===== src/rtl/axi_arb_pkg.sv =====
// Shared definitions for the two-master AXI4 read arbiter.
//   state_e     : arbiter FSM encoding (IDLE / ADDR / DATA)
//   BURST_*     : AXI burst-type encodings
//   GNT_*       : grant identifiers (0 = instruction fetch m0, 1 = data load m1)
package axi_arb_pkg;

  typedef enum logic [1:0] {
    ST_IDLE = 2'd0,
    ST_ADDR = 2'd1,
    ST_DATA = 2'd2
  } state_e;

  localparam logic [1:0] BURST_FIXED = 2'b00;
  localparam logic [1:0] BURST_INCR  = 2'b01;

  localparam logic GNT_M0 = 1'b0;
  localparam logic GNT_M1 = 1'b1;

endpackage


===== src/rtl/rr_arb2.sv =====
// Two-input grant picker for the AXI read arbiter.
// Build option: AXI_RD_ARB_DPRIO_EN -> fixed priority, m1 wins every tie
// (last-grant state is not kept). Undefined -> two-way round-robin.
// Ports:
//   clk, rst     clock, asynchronous active-high reset
//   req_i[1:0]   request vector {m1, m0}
//   upd_i        pulse at the end of a transaction
//   upd_id_i     id of the master whose transaction just finished
//   gnt_valid_o  at least one request present
//   gnt_id_o     winning master id (meaningful when gnt_valid_o)
module rr_arb2
  import axi_arb_pkg::*;
(
  input  logic       clk,
  input  logic       rst,
  input  logic [1:0] req_i,
  input  logic       upd_i,
  input  logic       upd_id_i,
  output logic       gnt_valid_o,
  output logic       gnt_id_o
);

  assign gnt_valid_o = |req_i;

`ifdef AXI_RD_ARB_DPRIO_EN
  logic unused_rr;
  assign unused_rr = ^{clk, rst, upd_i, upd_id_i};

  always_comb begin
    gnt_id_o = req_i[1] ? GNT_M1 : GNT_M0;
  end
`else
  logic last_grant_q;
  logic last_grant_d;

  // Reset to m1 so that m0 wins the very first tie.
  always_ff @(posedge clk or posedge rst) begin
    if (rst) begin
      last_grant_q <= GNT_M1;
    end else begin
      last_grant_q <= last_grant_d;
    end
  end

  always_comb begin
    last_grant_d = upd_i ? upd_id_i : last_grant_q;
  end

  always_comb begin
    gnt_id_o = GNT_M0;
    if (req_i == 2'b11) begin
      gnt_id_o = ~last_grant_q;
    end else if (req_i[1]) begin
      gnt_id_o = GNT_M1;
    end
  end
`endif

endmodule


===== src/rtl/axi_rd_arbiter.sv =====
// Shares one AXI4 read port between instruction fetch (m0) and data load (m1).
// One transaction in flight; burst length checked against the observed rlast.
// Build option: AXI_RD_ARB_DPRIO_EN (see rr_arb2) selects fixed m1 priority.
// Ports:
//   clk, rst                         clock, asynchronous active-high reset
//   m{0,1}_ar*                       requester AR channel (arready is a 1-cycle pulse)
//   m{0,1}_r*                        routed R channel; zero when not granted
//   s_ar*                            downstream AR channel (latched fields)
//   s_r*                             downstream R channel
//   grant_id, busy, len_err          status; len_err is sticky until rst
//
// state   | meaning
// --------+-----------------------------------------------------------
// IDLE    | no transaction; arbitrate and latch the winner's AR fields
// ADDR    | s_arvalid held until downstream accepts
// DATA    | R beats routed to the granted master until the rlast beat
module axi_rd_arbiter
  import axi_arb_pkg::*;
#(
  parameter int ADDR_W = 32,
  parameter int DATA_W = 32,
  parameter int LEN_W  = 8
) (
  input  logic              clk,
  input  logic              rst,

  input  logic [ADDR_W-1:0] m0_araddr,
  input  logic              m0_arvalid,
  input  logic [LEN_W-1:0]  m0_arlen,
  input  logic [2:0]        m0_arsize,
  input  logic [1:0]        m0_arburst,
  input  logic [3:0]        m0_arcache,
  output logic              m0_arready,
  output logic [DATA_W-1:0] m0_rdata,
  output logic              m0_rvalid,
  output logic              m0_rlast,
  input  logic              m0_rready,

  input  logic [ADDR_W-1:0] m1_araddr,
  input  logic              m1_arvalid,
  input  logic [LEN_W-1:0]  m1_arlen,
  input  logic [2:0]        m1_arsize,
  input  logic [1:0]        m1_arburst,
  input  logic [3:0]        m1_arcache,
  output logic              m1_arready,
  output logic [DATA_W-1:0] m1_rdata,
  output logic              m1_rvalid,
  output logic              m1_rlast,
  input  logic              m1_rready,

  output logic [ADDR_W-1:0] s_araddr,
  output logic [LEN_W-1:0]  s_arlen,
  output logic [2:0]        s_arsize,
  output logic [1:0]        s_arburst,
  output logic [3:0]        s_arcache,
  output logic              s_arvalid,
  input  logic              s_arready,
  input  logic [DATA_W-1:0] s_rdata,
  input  logic              s_rvalid,
  input  logic              s_rlast,
  output logic              s_rready,

  output logic              grant_id,
  output logic              busy,
  output logic              len_err
);

  localparam logic [LEN_W:0] BEAT_ONE = {{LEN_W{1'b0}}, 1'b1};

  state_e            state_q,   state_d;
  logic              grant_q,   grant_d;
  logic [ADDR_W-1:0] araddr_q,  araddr_d;
  logic [LEN_W-1:0]  arlen_q,   arlen_d;
  logic [2:0]        arsize_q,  arsize_d;
  logic [1:0]        arburst_q, arburst_d;
  logic [3:0]        arcache_q, arcache_d;
  logic [LEN_W:0]    beat_cnt_q, beat_cnt_d;
  logic              len_err_q, len_err_d;

  logic arb_valid;
  logic arb_id;
  logic arb_upd;
  logic in_idle;
  logic in_data;
  logic sel_m1;
  logic r_beat;

  rr_arb2 u_rr_arb2 (
    .clk         (clk),
    .rst         (rst),
    .req_i       ({m1_arvalid, m0_arvalid}),
    .upd_i       (arb_upd),
    .upd_id_i    (grant_q),
    .gnt_valid_o (arb_valid),
    .gnt_id_o    (arb_id)
  );

  always_ff @(posedge clk or posedge rst) begin
    if (rst) begin
      state_q    <= ST_IDLE;
      grant_q    <= GNT_M0;
      araddr_q   <= '0;
      arlen_q    <= '0;
      arsize_q   <= '0;
      arburst_q  <= '0;
      arcache_q  <= '0;
      beat_cnt_q <= '0;
      len_err_q  <= 1'b0;
    end else begin
      state_q    <= state_d;
      grant_q    <= grant_d;
      araddr_q   <= araddr_d;
      arlen_q    <= arlen_d;
      arsize_q   <= arsize_d;
      arburst_q  <= arburst_d;
      arcache_q  <= arcache_d;
      beat_cnt_q <= beat_cnt_d;
      len_err_q  <= len_err_d;
    end
  end

  assign in_idle = (state_q == ST_IDLE);
  assign in_data = (state_q == ST_DATA);
  assign sel_m1  = (grant_q == GNT_M1);
  assign r_beat  = s_rvalid & s_rready;

  always_comb begin
    state_d    = state_q;
    grant_d    = grant_q;
    araddr_d   = araddr_q;
    arlen_d    = arlen_q;
    arsize_d   = arsize_q;
    arburst_d  = arburst_q;
    arcache_d  = arcache_q;
    beat_cnt_d = beat_cnt_q;
    len_err_d  = len_err_q;
    arb_upd    = 1'b0;

    case (state_q)
      ST_IDLE: begin
        if (arb_valid) begin
          state_d = ST_ADDR;
          grant_d = arb_id;
          if (arb_id == GNT_M1) begin
            araddr_d  = m1_araddr;
            arlen_d   = m1_arlen;
            arsize_d  = m1_arsize;
            arburst_d = m1_arburst;
            arcache_d = m1_arcache;
          end else begin
            araddr_d  = m0_araddr;
            arlen_d   = m0_arlen;
            arsize_d  = m0_arsize;
            arburst_d = m0_arburst;
            arcache_d = m0_arcache;
          end
        end
      end

      ST_ADDR: begin
        if (s_arready) begin
          state_d    = ST_DATA;
          beat_cnt_d = '0;
        end
      end

      ST_DATA: begin
        if (r_beat) begin
          beat_cnt_d = beat_cnt_q + BEAT_ONE;
          // beat_cnt_q counts beats already taken, so on the final expected
          // beat it equals arlen.
          if (s_rlast) begin
            if (beat_cnt_q != {1'b0, arlen_q}) begin
              len_err_d = 1'b1;
            end
            state_d    = ST_IDLE;
            beat_cnt_d = '0;
            arb_upd    = 1'b1;
          end else if (beat_cnt_q == {1'b0, arlen_q}) begin
            len_err_d = 1'b1;
          end
        end
      end

      default: begin
        state_d = ST_IDLE;
      end
    endcase
  end

  // arready is combinational so the handshake completes in the IDLE cycle;
  // gated by rst so nothing is acknowledged while the block is held in reset.
  assign m0_arready = ~rst & in_idle & arb_valid & (arb_id == GNT_M0);
  assign m1_arready = ~rst & in_idle & arb_valid & (arb_id == GNT_M1);

  assign m0_rvalid = in_data & ~sel_m1 & s_rvalid;
  assign m0_rlast  = in_data & ~sel_m1 & s_rlast;
  assign m0_rdata  = (in_data & ~sel_m1) ? s_rdata : '0;
  assign m1_rvalid = in_data & sel_m1 & s_rvalid;
  assign m1_rlast  = in_data & sel_m1 & s_rlast;
  assign m1_rdata  = (in_data & sel_m1) ? s_rdata : '0;

  assign s_rready  = in_data & (sel_m1 ? m1_rready : m0_rready);
  assign s_arvalid = (state_q == ST_ADDR);
  assign s_araddr  = araddr_q;
  assign s_arlen   = arlen_q;
  assign s_arsize  = arsize_q;
  assign s_arburst = arburst_q;
  assign s_arcache = arcache_q;

  assign grant_id = grant_q;
  assign busy     = ~in_idle;
  assign len_err  = len_err_q;

endmodule


===== config.mk =====
export PLATFORM = sky130hd
export DESIGN_NAME = axi_rd_arbiter
export DESIGN_NICKNAME = d
export VERILOG_FILES = /design/src/rtl/axi_arb_pkg.sv /design/src/rtl/rr_arb2.sv /design/src/rtl/axi_rd_arbiter.sv
export SDC_FILE = /design/constraint.sdc
export NUM_CORES = 1
export LEC_CHECK = 0
export BUFFER_PORTS_ARGS = -buffer_cell sky130_fd_sc_hd__buf_2
export CAP_MARGIN = 30
export CORE_MARGIN = 5
export CORE_UTILIZATION = 25
export DETAILED_ROUTE_END_ITERATION = 8
export PLACE_DENSITY_LB_ADDON = 0.3
export SKIP_CTS_REPAIR_TIMING = 1
export SKIP_LAST_GASP = 1
export SYNTH_ARGS = -nofsm -noshare
export SYNTH_HDL_FRONTEND = slang
export SYNTH_SLANG_ARGS = --single-unit

===== constraint.sdc =====
create_clock -name clk -period 3.2 [get_ports clk]
set_input_delay 0.64 -clock clk [delete_from_list [all_inputs] [get_ports clk]]
set_output_delay 0.64 -clock clk [all_outputs]
set_load 0.02 [all_outputs]

==> summary.md <==
| Metric | Value |
|---|---|
| TritonCTS clock tree | `yes` |
| Pin count of the biggest net entering global routing | `53` |
| R2R depth | `4` |
| Final min period | `2450 ps` |
| Fin. Hold Viols | `0` |
| Wire per inst | `15.7 um` |
| FF-to-FF Start | `state_q[1]` |
| PortBufs | `262` |
| Hold Crit Class | `input pin to asynchronous set/reset pin` |
| Final net count | `730` |
| Detailed placer's ending HPWL | `9450 um` |
| H-tree level count | `3` |
| CP endpoint kind | `output port` |
| Maximum clock insertion buffer count | `2` |
| Synth top cells by count | `and2_1, dfrtp_1, inv_1` |
| Chip width | `126 um` |
| Syn Inst Count | `338` |
| CP Max Fanout | `34` |
| Worst-case clock skew | `9.03 ps` |
| Final Max Tran Viols | `0` |
| Initial Util | `0.254` |
| Final worst-path cycle share | `0.764` |
| Total track usage | `0.146` |
| R2R Setup Slk | `1280 ps` |
| Pwr Total | `0.00477 W` |
| Clk root buf | `clkbuf_16` |
| Die area | `15900 um^2` |
| Max Freq | `409 MHz` |
| Vias in the first global route | `3747` |
| Clk Latency, worst-skew pair | `320 ps` |
| GP Congestion | `0.846` |
| Worst-margin pin slew | `862 ps` |
| PwrDens | `922 nW/um^2` |
| ANT nets after route | `0` |
| Cell variety after synth | `40` |
| DRC errors left | `0` |
| Total CTS buffers | `9` |
| Worst path arrival time | `1810 ps` |
| Post-synthesis net count | `478` |
| Async SR Flop Fraction | `1.00` |
| Post-synthesis sequential area ratio | `0.468` |
| ANT cells | `0` |
| Final setup viols | `0` |
| CP max-delay cell | `dfrtp_1` |
| Cell Rows | `42` |
| Via count of the routed design | `3606` |
| Cell with the most instances after synthesis | `and2_1` |
| Final setup TNS | `0 ps` |
| Worst slew margin | `0.423` |
| Synth area leader | `dfrtp_1` |
| Seq cells post-synth | `63` |
| Congestion Overflow GR | `0` |
| Ratio of cells with drive above 1 in the final layout | `0.494` |
| Crit path max-delay family | `flip-flops` |
| Post-synth EDFFs | `0` |
| CP Class | `flop to output port` |
| Initial antenna violation count | `0` |
| Sink Count | `63` |
| Crit-path cells | `nand2_1, nor2_1, buf_4, and2_1, buf_2` |
| Die span in y | `126 um` |
| First-pass GRT wire length | `19100 um` |
| Core ar. | `13200 um^2` |
| CP required | `2560 ps` |
| Stages on the worst setup path | `5` |
| Buffers & Inverters on Critical Path | `2` |
| YS warnings | `0` |
| Syn avg cell area | `9.97 um^2` |
| Initial drt markers | `237` |
| Avg Vias per Cell | `4.68` |
| Delay of the slowest critical-path stage | `540 ps` |
| Mapped Area | `3370 um^2` |
| Synth-to-layout area growth | `53.5%` |
| Status | `finished, final reports clean` |
| IO Count | `263` |
| Max-cap violations | `0` |
| Top post-synthesis cells by area | `dfrtp_1, a222oi_1, and2_1` |
| Final wirelength | `12100 um` |
| Leakage | `2.99 nW` |
| Clk pin slew, worst setup/hold paths | `60 ps` |
| Share of the synthesized area in the top cell type | `0.460` |
| RSZ-0062 raised after global routing | `no` |
| Initial DRT Pass Iterations | `9` |
| Peak VDD IR | `0.355 mV` |
| Most used flip-flop cell after synthesis | `dfrtp_1` |
| R2R Path End | `beat_cnt_q[7]` |
| Worst setup SP type | `flop` |
[metrics by stage]
| step | hold slack [ps] | utilization | instances | setup slack (ps) | area, um^2 |
|---|---|---|---|---|---|
| final | 274 | 0.390 | 771 | 755 | 5170 |
| after global routing | 304 | 0.390 | 771 | 633 | 5170 |
| after CTS | 281 | 0.390 | 771 | 728 | 5170 |
| after detailed placement | 493 | 0.364 | 755 | 1000 | 4820 |
| after global placement | 480 | 0.364 | 755 | 994 | 4820 |
| after floorplan | 472 | - | 338 | 199 | 3370 |
[cell families after synthesis]
| group | synth area share |
|---|---|
| simple gates | 0.184 |
| buf+inv | 0.103 |
| compound gates | 0.214 |
| xor+xnor | 0.0208 |
| mux | 0.00594 |
| fa+ha+maj | 0.00371 |
| flops | 0.468 |
[worst reg2reg max path, cell delays in order (launching register included)]
cell and delay [ps]:
dfrtp_1 540, and2b_1 260, a2bb2oi_1 700, a22oi_1 240, o41ai_2 90
[worst max-delay path by stage]
stage	startpoint	end	slack (ps)
final	state_q[1]	m0_rdata[27]	750
after global routing	state_q[1]	m0_rdata[27]	630
after CTS	state_q[0]	m0_rdata[27]	730
after detailed placement	m0_arvalid	m0_arready	1000
after global placement	m0_arvalid	m0_arready	990
after floorplan	rst	m0_arready	200
[registers in the layout, indices dropped and copies added, names as in the netlist]
name,cells
s_araddr,32
beat_cnt_q,9
s_arlen,8
s_arcache,4
s_arsize,3
s_arburst,2
state_q,2
grant_id,1
len_err,1
u_rr_arb2.last_grant_q,1
[report_power, final]
group	total [W]	switching [W]	internal [W]
clock	0.00112	0.000345	0.000778
combinational	0.00225	0.00138	0.000871
sequential	0.00139	0.000253	0.00114
total	0.00477	0.00198	0.00279
[placed cells by master (no fill, tap or decap), drive strengths merged, types with 2 or more instances in the layout]
| cell type | count |
|---|---|
| o41ai | 2 |
| or3 | 2 |
| a21oi | 3 |
| inv | 57 |
| o311ai | 2 |
| and2 | 71 |
| dfrtp | 62 |
| bufinv | 3 |
| nor2 | 7 |
| o31ai | 6 |
| nand2 | 8 |
| o21ai | 9 |
| nand3 | 3 |
| clkinv | 2 |
| clkbuf | 10 |
| a222oi | 49 |
| xnor2 | 7 |
| a22o | 2 |
| nand4 | 2 |
| mux2i | 2 |
| nor2b | 2 |
| and3 | 2 |
| buf | 268 |
[area by class of cell]
type	instances	area, um^2
clock inverters	6	108
multi-input cells	191	1460
repair buffers	268	1360
fillers	1363	8070
inverters	57	214
clock buffers	10	239
flip-flops and latches	63	1580
well taps	176	220
[per-layer routing]
metal / track usage / share of wire / vias to the layer above
met5: 0 / 0 / -
met3: 0.0415 / 0.096 / 13
li1: - / - / 1715
met1: 0.173 / 0.39 / 1660
met2: 0.256 / 0.50 / 218
met4: 0.0473 / 0.015 / 0
Note: power is estimated with default switching activity, not from simulation.
